### src/rtl/snd_req_arb.sv
// Arbiter/sequencer sharing one piezo sound manager among N_REQ requesters.
// Define SND_REQ_ARB_RR_EN for round-robin arbitration; otherwise the lowest pending index wins.
module snd_req_arb #(
  parameter int N_REQ      = 4,
  parameter int GAP_CYCLES = 50000,
  parameter int START_TO   = 16
) (
  input  logic               clk_1mhz,
  input  logic               rst_n,
  input  logic [N_REQ-1:0]   req,
  input  logic [3*N_REQ-1:0] req_mode,
  input  logic               flush,
  input  logic               snd_playing,
  output logic [2:0]         snd_mode,
  output logic               snd_trig,
  output logic [N_REQ-1:0]   grant,
  output logic [N_REQ-1:0]   drop,
  output logic               busy,
  output logic               err_timeout
);

  localparam int CNT_MAX = (GAP_CYCLES > START_TO) ? GAP_CYCLES : START_TO;
  localparam int CW      = $clog2(CNT_MAX + 1);
  localparam int IW      = (N_REQ > 1) ? $clog2(N_REQ) : 1;
  localparam logic [CW-1:0] START_LOAD = CW'((START_TO > 0) ? START_TO - 1 : 0);
  localparam logic [CW-1:0] GAP_LOAD   = CW'((GAP_CYCLES > 0) ? GAP_CYCLES - 1 : 0);

  typedef enum logic [2:0] {
    S_IDLE,
    S_ISSUE,
    S_WAIT_START,
    S_PLAYING,
    S_GAP
  } state_t;

  state_t          state;
  state_t          state_nxt;
  logic [CW-1:0]   cnt;
  logic [CW-1:0]   cnt_nxt;
  logic [N_REQ-1:0] pend;
  logic [2:0]      pend_mode [N_REQ];
  logic [IW-1:0]   winner;
  logic [IW-1:0]   pick;
  logic            pick_vld;
  logic            issue;
  logic            timeout;

  assign busy = (state != S_IDLE);

`ifdef SND_REQ_ARB_RR_EN
  logic [IW-1:0] last_grant;

  // Scan downwards in offset so the nearest index after the last grant wins.
  always_comb begin
    pick     = '0;
    pick_vld = 1'b0;
    for (int k = N_REQ; k >= 1; k--) begin
      if (pend[(int'(last_grant) + k) % N_REQ]) begin
        pick     = IW'((int'(last_grant) + k) % N_REQ);
        pick_vld = 1'b1;
      end
    end
  end
`else
  always_comb begin
    pick     = '0;
    pick_vld = 1'b0;
    for (int k = N_REQ - 1; k >= 0; k--) begin
      if (pend[k]) begin
        pick     = IW'(k);
        pick_vld = 1'b1;
      end
    end
  end
`endif

  always_comb begin
    state_nxt = state;
    cnt_nxt   = cnt;
    issue     = 1'b0;
    timeout   = 1'b0;
    case (state)
      S_IDLE: begin
        if (pick_vld) state_nxt = S_ISSUE;
      end
      S_ISSUE: begin
        issue     = 1'b1;
        state_nxt = S_WAIT_START;
        cnt_nxt   = START_LOAD;
      end
      S_WAIT_START: begin
        if (snd_playing) begin
          state_nxt = S_PLAYING;
        end else if (cnt == '0) begin
          timeout   = 1'b1;
          state_nxt = S_GAP;
          cnt_nxt   = GAP_LOAD;
        end else begin
          cnt_nxt = cnt - CW'(1);
        end
      end
      S_PLAYING: begin
        if (!snd_playing) begin
          if (GAP_CYCLES == 0) begin
            state_nxt = S_IDLE;
          end else begin
            state_nxt = S_GAP;
            cnt_nxt   = GAP_LOAD;
          end
        end
      end
      S_GAP: begin
        if (cnt == '0) state_nxt = S_IDLE;
        else           cnt_nxt   = cnt - CW'(1);
      end
      default: state_nxt = S_IDLE;
    endcase
  end

  // The served entry is cleared on issue, but a same-cycle request for it re-arms it without a drop.
  always_ff @(posedge clk_1mhz) begin
    if (!rst_n) begin
      state       <= S_IDLE;
      cnt         <= '0;
      winner      <= '0;
      snd_mode    <= '0;
      snd_trig    <= 1'b0;
      grant       <= '0;
      drop        <= '0;
      err_timeout <= 1'b0;
      pend        <= '0;
      for (int i = 0; i < N_REQ; i++) pend_mode[i] <= '0;
`ifdef SND_REQ_ARB_RR_EN
      last_grant  <= IW'(N_REQ - 1);
`endif
    end else begin
      state       <= state_nxt;
      cnt         <= cnt_nxt;
      snd_trig    <= issue;
      grant       <= issue ? (N_REQ'(1) << winner) : '0;
      err_timeout <= err_timeout | timeout;
      if (issue) snd_mode <= pend_mode[winner];
      if (state == S_IDLE && pick_vld) begin
        winner <= pick;
`ifdef SND_REQ_ARB_RR_EN
        last_grant <= pick;
`endif
      end
      for (int i = 0; i < N_REQ; i++) begin
        drop[i] <= 1'b0;
        if (flush) begin
          pend[i] <= 1'b0;
        end else if (req[i]) begin
          pend[i]      <= 1'b1;
          pend_mode[i] <= req_mode[3*i +: 3];
          drop[i]      <= pend[i] & ~(issue && (winner == IW'(i)));
        end else if (issue && (winner == IW'(i))) begin
          pend[i] <= 1'b0;
        end
      end
    end
  end

endmodule

### config.mk
export PLATFORM = sky130hd
export DESIGN_NAME = snd_req_arb
export DESIGN_NICKNAME = d
export VERILOG_FILES = /design/src/rtl/snd_req_arb.sv
export SDC_FILE = /design/constraint.sdc
export NUM_CORES = 1
export LEC_CHECK = 0
export CORE_MARGIN = 5
export CORE_UTILIZATION = 51
export CTS_CLUSTER_DIAMETER = 40
export DETAILED_ROUTE_END_ITERATION = 8
export DONT_BUFFER_PORTS = 1
export GPL_ROUTABILITY_DRIVEN = 0
export GPL_TIMING_DRIVEN = 0
export PLACE_DENSITY_LB_ADDON = 0.2
export SLEW_MARGIN = 20
export SYNTH_ARGS = -nofsm -noshare
export SYNTH_HDL_FRONTEND = slang
export SYNTH_SLANG_ARGS = --single-unit
### constraint.sdc
create_clock -name clk_1mhz -period 5.1 [get_ports clk_1mhz]
set_input_delay 0.51 -clock clk_1mhz [delete_from_list [all_inputs] [get_ports clk_1mhz]]
set_output_delay 0.51 -clock clk_1mhz [all_outputs]
set_load 0.01 [all_outputs]
After elaboration in Yosys (flattened, before gate mapping)
Memory sizes are Yosys's and may differ from the RTL's. A register that Yosys moved wholly into a read port is not among the register bits. Cells that the tools add are included. W data, S select, Z words.

Memories kept: 1. Input bits: 20. Bits in registers: 35. Output and inout bits: 14. Memory bits (writable): 12. Logic and storage cells: 123.

Equality and inequality tests: 13. Muxes and demuxes: 52. Add/subtract/negate cells: 1. Bitwise gates (word level): 18. Shifts and indexed selects: 1. Reduce and logical (&&, ||, !) cells: 23.

Memory list: pend_mode (words 4, bits a word 3, read ports 1, clocked after Yosys merged registers in 1, wr ports 4, line 41) `logic [2:0] pend_mode [N_REQ];`.

Operators by type and width (number): $mux W16 (4); $pmux W16 S4 (1); $mux W1 (33); $mux W3 (9); $logic_not A16 Y1 (1); $sub A16 B1 Y16 const B (1); $pmux W3 S5 (1); $reduce_or A3 Y1 (4); $ne A2 B2 Y1 const B (5); $not A1 Y1 (9); $mux W2 (4); $reduce_and A4 Y1 (2); $reduce_bool A2 Y1 (4); $eq A3 B2 Y1 const B (2); $logic_and A1 B1 Y1 (5); $or A1 B1 Y1 (5); $and A1 B1 Y1 (4); $eq A2 B2 Y1 const B (2); $reduce_bool A4 Y1 (1); $shl A1 B2 Y4 const A (1); $eq A3 B1 Y1 const B (1); $eq A3 B3 Y1 const B (1); $logic_not A3 Y1 (1); $ne A3 B3 Y1 const B (1); other kinds (6) (6).

Depth between registers and ports, before layout
Gate-level depths: netlist (run 1).

Word-level depth: 6. Depth in mapped cells: 8. Depth with buffers taken out: 7.

Worst setup path before layout (run 1)
OpenSTA, ideal clock, no wires.

Path kind: register to register. Start point: register cnt[10]. End point: register cnt[3]. Cell stages (with the launch flop): 6. Arrival time: 1.861 ns. Buffers on the path: 0. Path slack: 3.120 ns. Cells stage by stage: dfxtp_1 or4_4 or4_4 o21ai_4 nor2_1 o221a_1.

Longest elaborated chain between the ends: 4. Elaborated cells on any way between the ends: 6. Those cells by class: 1 x eq/ne; 3 x mux; 2 x reduce/logical.

RTL lines: start: declaration (line 38) `logic [CW-1:0] cnt;`; start signal: assignment (line 138) `cnt <= cnt_nxt;`; $logic_not A16 Y1 * (line 94, 113); $mux W16 (line 94) `end else if (cnt == '0) begin`; $mux W16 (line 92) `if (snd_playing) begin`; $pmux W16 S4 (line 82) `case (state)`.

Mark *: on every way between the ends. The rest lies on a longest branch, timed or not. The select of a mux whose other input is x is not followed. A chain may end at the register's enable or synchronous reset.

Final worst setup path (run 1)
Start point: register cnt[0]. End point: register cnt[2].

Longest elaborated chain between the ends: 4. Elaborated cells on any way between the ends: 8. Those cells by class: 1 x add/sub; 1 x eq/ne; 4 x mux; 2 x reduce/logical.

RTL lines (line): $sub A16 B1 Y16 / $logic_not A16 Y1 (equally long branches); $mux W16 (94); $mux W16 (92); $pmux W16 S4 (82).

Several ways; a longest one is shown, not always the timed one. The select of a mux whose other input is x is not followed.

==> out/summary.txt, run 1 <==
Fill cell count -> 414
Post-Synthesis Cells -> 251
CTS Hold Bufs -> 0
Crit path buffers/inverters -> 1
Period utilization -> 47.64%
CTS Buf Count -> 5
Yosys cell types -> 54
Clock slew at reported path FFs -> 90 ps
Core area -> 4661 sq um
Die Ht -> 78.87 um
Layout area overhead -> 6.363%
First-pass iteration count of the detailed router -> 4
CP endpoint kind -> flop
Measured slew at the worst slew-check pin -> 686.9 ps
Tmin final -> 2430 ps
Total gr overflow -> 0
Worst clock skew -> 12.88 ps
Sequence of cells on the critical path -> inv_1 -> ha_1 -> nor3b_1 -> nand3_1 -> o21ai_4 -> nor2_1 -> o221a_1
Boundary Pins -> 34
Vias in the first global route -> 1681
Global-route wire length before repair -> 8066 um
DR iter-0 viols -> 211
CTS Buffer Depth -> 2
Initial antenna violation count -> 0
Die width -> 78.87 um
Post-synthesis sequential area ratio -> 46.35%
Largest net degree at the start of global routing -> 17
Non-Filler Instances -> 313
CTS tree -> built
# resized after CTS -> 0
Placement row count -> 25
Remaining DRCs -> 0
Clk root buf -> clkbuf_8
HP Class -> in -> reg
DP HPWL -> 3598 um
Crit path max-delay family -> simple AND/OR/NAND/NOR gates
NumNets Final -> 279
FMAX -> 411.6 MHz
Setup violations, final -> 0
Inst Count DP -> 305
Max Fanout on Critical Path -> 10
Slowest cell on the critical path -> nor3b_1
Flops & latches, synth -> 50
Syn nets -> 272
Post-route cell area -> 2572 sq um
Initial Utilization -> 51.89%
Antenna-violating nets left -> 0
GRT Util Overall -> 16.53%
Static leakage -> 0.9921 nW
Reg2Reg Setup Slack -> 2670 ps
Syn Area/Cell -> 9.636 sq um
WP data required -> 5290 ps
Post-Syn Area -> 2419 sq um
Vias per cell -> 5.863
Final TNS setup -> 0 ps
Full die area -> 6220 sq um
Status -> completed
Slew Limit Fails -> 0
WP depth -> 7
Pwr Density -> 583.3 nW/um^2
Crit start category -> flop
Cell depth of the worst hold path -> 2
Maximum vdd drop -> 0.1867 mV
Post-place instance area -> 2486 sq um
Setup Buffers After CTS -> 0
Cells on worst reg2reg path -> 7
RSZ-0062 raised after global routing -> no
Share of layout cells above drive strength 1 -> 13.13%
Clock Latency Late Sink -> 300 ps
Ys Warns -> 0
Max_cap viols -> 0
Antenna diode count -> 0
Max incr delay on CP -> 590 ps
Crit path kind -> reg -> reg
Slew Limit Headroom -> 54.11%
Via count -> 1835
PortBufs -> 0
Routed len/inst -> 15.62 um
CTS HTree Levels -> 2
CP arrival -> 2620 ps
Final Hold Fails -> 0
TritonCTS Sinks -> 50
Final WL -> 4890 um
[power breakdown]
| group | internal [mW] | switching, mW | total, mW | leakage, nW |
|---|---|---|---|---|
| logic | 0.293 | 0.433 | 0.726 | 0.519 |
| clock network | 0.0971 | 0.126 | 0.223 | 0.0417 |
| registers | 0.481 | 0.0702 | 0.551 | 0.432 |
| total | 0.871 | 0.629 | 1.50 | 0.992 |
[layer usage]
| metal | vias up | part of all wire (%) | GRT usage, % | wire length [um] |
|---|---|---|---|---|
| li1 | 929 | - | - | - |
| met1 | 847 | 50 | 23.43 | 2429 |
| met2 | 55 | 43 | 23.85 | 2091 |
| met3 | 4 | 6.7 | 5.556 | 329 |
| met4 | 0 | 0.82 | 4.983 | 40 |
| met5 | - | 0 | 0 | 0 |
[synthesized netlist by cell type (all sizes together)]
library cell	instances	share of area, %
xor2	3	1.1
nor4	6	2.1
a22oi	1	0.31
or3	4	1.1
nor2	30	4.7
and4b	1	0.41
nand2b	3	0.78
ha	1	0.52
and2	2	0.52
clkbuf	9	2.4
a211oi	3	0.93
mux4	3	2.8
edfxtp	12	15
o31ai	4	1.8
a32o	2	0.83
a21oi	9	1.9
o31a	1	0.36
buf	2	0.93
dfxtp	38	31
nor3	6	1.2
o21ai	25	5.6
nor2b	4	1.0
o221a	4	1.9
and2b	1	0.36
and4	1	0.36
nand3	3	0.62
and3b	1	0.36
mux2i	5	2.1
xnor2	1	0.36
a41oi	1	0.36
or4	4	1.7
or2b	1	0.36
nand2	17	2.6
a2111o	1	0.47
a21o	2	0.72
nor3b	3	0.93
or2	1	0.26
o211ai	1	0.31
o21a	4	1.2
and3	15	3.9
inv	11	1.7
or3b	2	0.83
a21boi	2	0.62
o2111ai	1	0.36
[final timing paths]
path	startpoint	endpoint
worst min-delay path	req[3]	drop[3]
worst min register to register	cnt[8]	cnt[8]
worst max register to register	cnt[0]	cnt[2]
worst max-delay path	cnt[0]	cnt[2]
[registers in the layout (all words and copies together), names as in the netlist]
signal / count
snd_mode: 3
pend: 4
cnt: 16
err_timeout: 1
winner: 2
snd_trig: 1
grant: 4
pend_mode: 12
state: 3
drop: 4
[metrics by stage]
step                util, %  hold slack (ps)  worst slack [ps]  power, mW
finish                55.19            311.9              2670      1.500
detailed placement    53.34            491.8              2723      1.274
global placement      53.34            482.7              2712      1.273
CTS                   55.19            305.2              2688      1.503
global route          55.19            302.1              2469      1.623
floorplan                 -            463.7              3120      1.131
[layout make-up]
type	instances	area, sq um	share of cell area (%)
Buffer	11	80.08	3.113
Clock buffer	6	72.57	2.821
Clock inverter	2	13.76	0.5350
Inverter	11	41.29	1.605
Multi-Input combinational cell	179	1176	45.72
Sequential cell	50	1121	43.58
Tap cell	54	67.56	2.626
[placed cells by master (no fill, tap or decap), types with 4 or more instances in the layout]
cell / netlist / routed
nor3_1: 6 / 6
a21oi_1: 9 / 9
o21a_1: 4 / 4
nand2_1: 17 / 17
dfxtp_1: 38 / 38
mux2i_1: 5 / 5
and3_1: 15 / 15
clkbuf_8: 2 / 7
nor2_1: 30 / 30
o21ai_0: 23 / 23
nor2b_1: 4 / 4
clkbuf_1: 6 / 7
nor4_1: 4 / 4
inv_1: 11 / 11
edfxtp_1: 12 / 12
[cell families after synthesis]
kind of cell / after synthesis / synth area share (%)
simple gates: 105 / 24.11
compound gates: 61 / 17.69
flops: 50 / 46.35
buf+inv: 22 / 5.018
mux: 8 / 4.863
xor+xnor: 4 / 1.449
fa+ha+maj: 1 / 0.5172
Note: power is estimated with default switching activity, not from simulation.
==> run 2, diff against run 1 <==
clock period = 2 ns   (was 5.1 ns; I/O delays follow)
==> run 2 against run 1 <==
Against the previous run: the run now ends with setup timing left; clock-buffer cell count unchanged; maximum frequency up 21%; setup slack worse by 2700 ps; wire length up 9.1%; hold slack worse by 290 ps; die area unchanged; sequential power rose to 2.6 times the previous value; highest routed layer unchanged.
==> out/summary.txt, run 2 (synthesized netlist as in run 1, its figures left out) <==
Status -> finished with violations
Failing checks -> setup timing
Overall power -> 4.444 mW (+200%)
Most frequent cells in the layout -> 33 x dfxtp_1, 28 x nor2_1, 21 x o21ai_0, 17 x nand2_1, 15 x and3_1
Cells on worst reg2reg path -> 8 (+1)
Hold Path End -> pend[2]
Final WL -> 5333 um (+9.1%)
Worst clock skew -> 13.12 ps (+0.2375 ps)
Die Ht -> 78.87 um (unchanged)
Die width -> 78.87 um (unchanged)
DP HPWL -> 3598 um (unchanged)
Full die area -> 6220 sq um (unchanged)
Slew Limit Fails -> 0 (unchanged)
FF+latch area -> 1130 sq um (+0.78%)
Total gr overflow -> 0 (unchanged)
Measured slew at the worst slew-check pin -> 679.5 ps (-7.397 ps)
RSZ-0062 raised after global routing -> yes
Core area -> 4661 sq um (unchanged)
Largest net degree at the start of global routing -> 17 (unchanged)
Largest Register -> cnt
Clock Latency Late Sink -> 300 ps (about the same)
Fill cell count -> 390 (-5.8%)
Clock slew at reported path FFs -> 90 ps (about the same)
TritonCTS Sinks -> 50 (unchanged)
Final TNS setup -> -17.52 ps (-17.52 ps)
Setup violations, final -> 3 (+3)
Max_cap viols -> 0 (unchanged)
Via count -> 1943 (+5.9%)
Initial Utilization -> 51.89% (unchanged)
DR iter-0 viols -> 249 (+18%)
Layout area overhead -> 16.24%
First-pass iteration count of the detailed router -> 4 (unchanged)
CTS Buffer Depth -> 2 (unchanged)
Biggest regs -> cnt x16, pend_mode x12
Hold path startpoint -> req[2]
GRT Util Overall -> 17.30% (+0.77 points)
Clk root buf -> clkbuf_8
Worst slack, placed -> -376.6 ps (-3100 ps)
Routed len/inst -> 16.26 um (+4.1%)
Share of layout cells above drive strength 1 -> 24.45% (+11 points)
CP arrival -> 2250 ps (-370 ps)
Slew Limit Headroom -> 54.70% (+0.59 points)
Maximum vdd drop -> 0.6028 mV (+220%)
WP data required -> 2230 ps (-3060 ps)
Crit path kind -> reg -> reg
CTS Buf Count -> 5 (unchanged)
R2R Path End -> cnt[11]
CTS tree -> built
Area of the multi-input gates -> 1272 sq um (+8.2%)
CP endpoint kind -> flop
Tmin final -> 2011 ps (-418.9 ps)
Antenna diode count -> 0 (unchanged)
Global-route wire length before repair -> 8500 um (+5.4%)
NumNets Final -> 294 (+5.4%)
Initial antenna violation count -> 0 (unchanged)
Most common cell after layout, fill and taps aside -> dfxtp_1
FMAX -> 497.4 MHz (+21%)
Crit start category -> flop
Period utilization -> 100.5% (+53 points)
Static leakage -> 1.094 nW (+10%)
Critical R2R Launch -> cnt[11]
Reg2Reg Setup Slack -> -10 ps (-2680 ps)
Placement row count -> 25 (unchanged)
Pwr Density -> 1581 nW/um^2 (+170%)
Boundary Pins -> 34 (unchanged)
CTS HTree Levels -> 2 (unchanged)
Max reg flops -> 16 (unchanged)
Remaining DRCs -> 0 (unchanged)
HP Class -> in -> reg
Final Hold Fails -> 0 (unchanged)
Final WS setup -> -10.65 ps (-2681 ps)
Vias per cell -> 5.924 (+1.0%)
Vias in the first global route -> 1785 (+6.2%)
Cell depth of the worst hold path -> 1 (-1)
PortBufs -> 0 (unchanged)
Max Fanout on Critical Path -> 5 (-5)
Antenna-violating nets left -> 0 (unchanged)
Finished Core Util -> 60.32% (+5.1 points)
-- run 2: area by class of cell --
type                    instances  area share, %
multi-input cells             179          45.26
flip-flops and latches         50          40.19
repair buffers                 15          4.584
plain buffers                  11          3.026
clock buffers                   6          2.581
well taps                      54          2.403
inverters                      11          1.469
clock inverters                 2         0.4895
-- run 2: repair_timing --
| item | in CTS | in global routing |
|---|---|---|
| gates resized for setup | 15 | 19 |
| hold endpoints to repair | 2 | 0 |
| buffers inserted | 6 | 7 |
| pin swaps | 6 | 9 |
| hold buffers | 2 | 0 |
| endpoints found under the setup margin | 17 | 15 |
-- run 2: how the worst max path moves through the flow --
stage               slack [ps]  startpoint  endpoint  cells after the start
finish                     -10     cnt[11]   cnt[11]                      8
global route               -80    state[1]   cnt[13]                      6
CTS                        -80     cnt[13]    cnt[2]                      5
detailed placement        -380      cnt[0]    cnt[3]                      7
global placement          -390      cnt[0]    cnt[2]                      7
floorplan                   20     cnt[10]    cnt[3]                      5
-- run 2: per-stage QoR --
step                      hold WS [ps]  instances  instance area [sq um]
final                            22.23        328                   2811
after floorplan                  319.2        251                   2419
after global routing             20.71        328                   2811
after CTS                        15.15        321                   2690
after global placement           324.1        305                   2486
after detailed placement         327.3        305                   2486
-- run 2: worst max-delay path, stage by stage (launching register included) --
cell	delay [ps]
dfxtp_2	330
buf_4	140
nor4_1	460
and4_1	290
buf_6	130
mux2i_4	220
o21ai_2	100
buf_4	160
a21oi_1	100
-- run 2: power breakdown --
group / total (mW) / leakage [nW] / switching, mW / internal [mW]
Sequential: 1.43 / 0.434 / 0.193 / 1.24
Clock: 0.573 / 0.0417 / 0.325 / 0.248
Combinational: 2.44 / 0.618 / 1.34 / 1.10
-- run 2: per-layer routing --
layer	global-route usage, %	vias up	share of wire (%)
met1	24.30	892	48
met5	0	-	0
li1	-	961	-
met4	5.498	0	1.4
met2	25.21	79	43
met3	5.669	11	7.3
==> run 3, diff against run 2 <==
CTS_CLUSTER_SIZE = 28   (was unset)
==> results of run 3 <==
No change in the layout: final DEF, timing and power equal those of run 2.
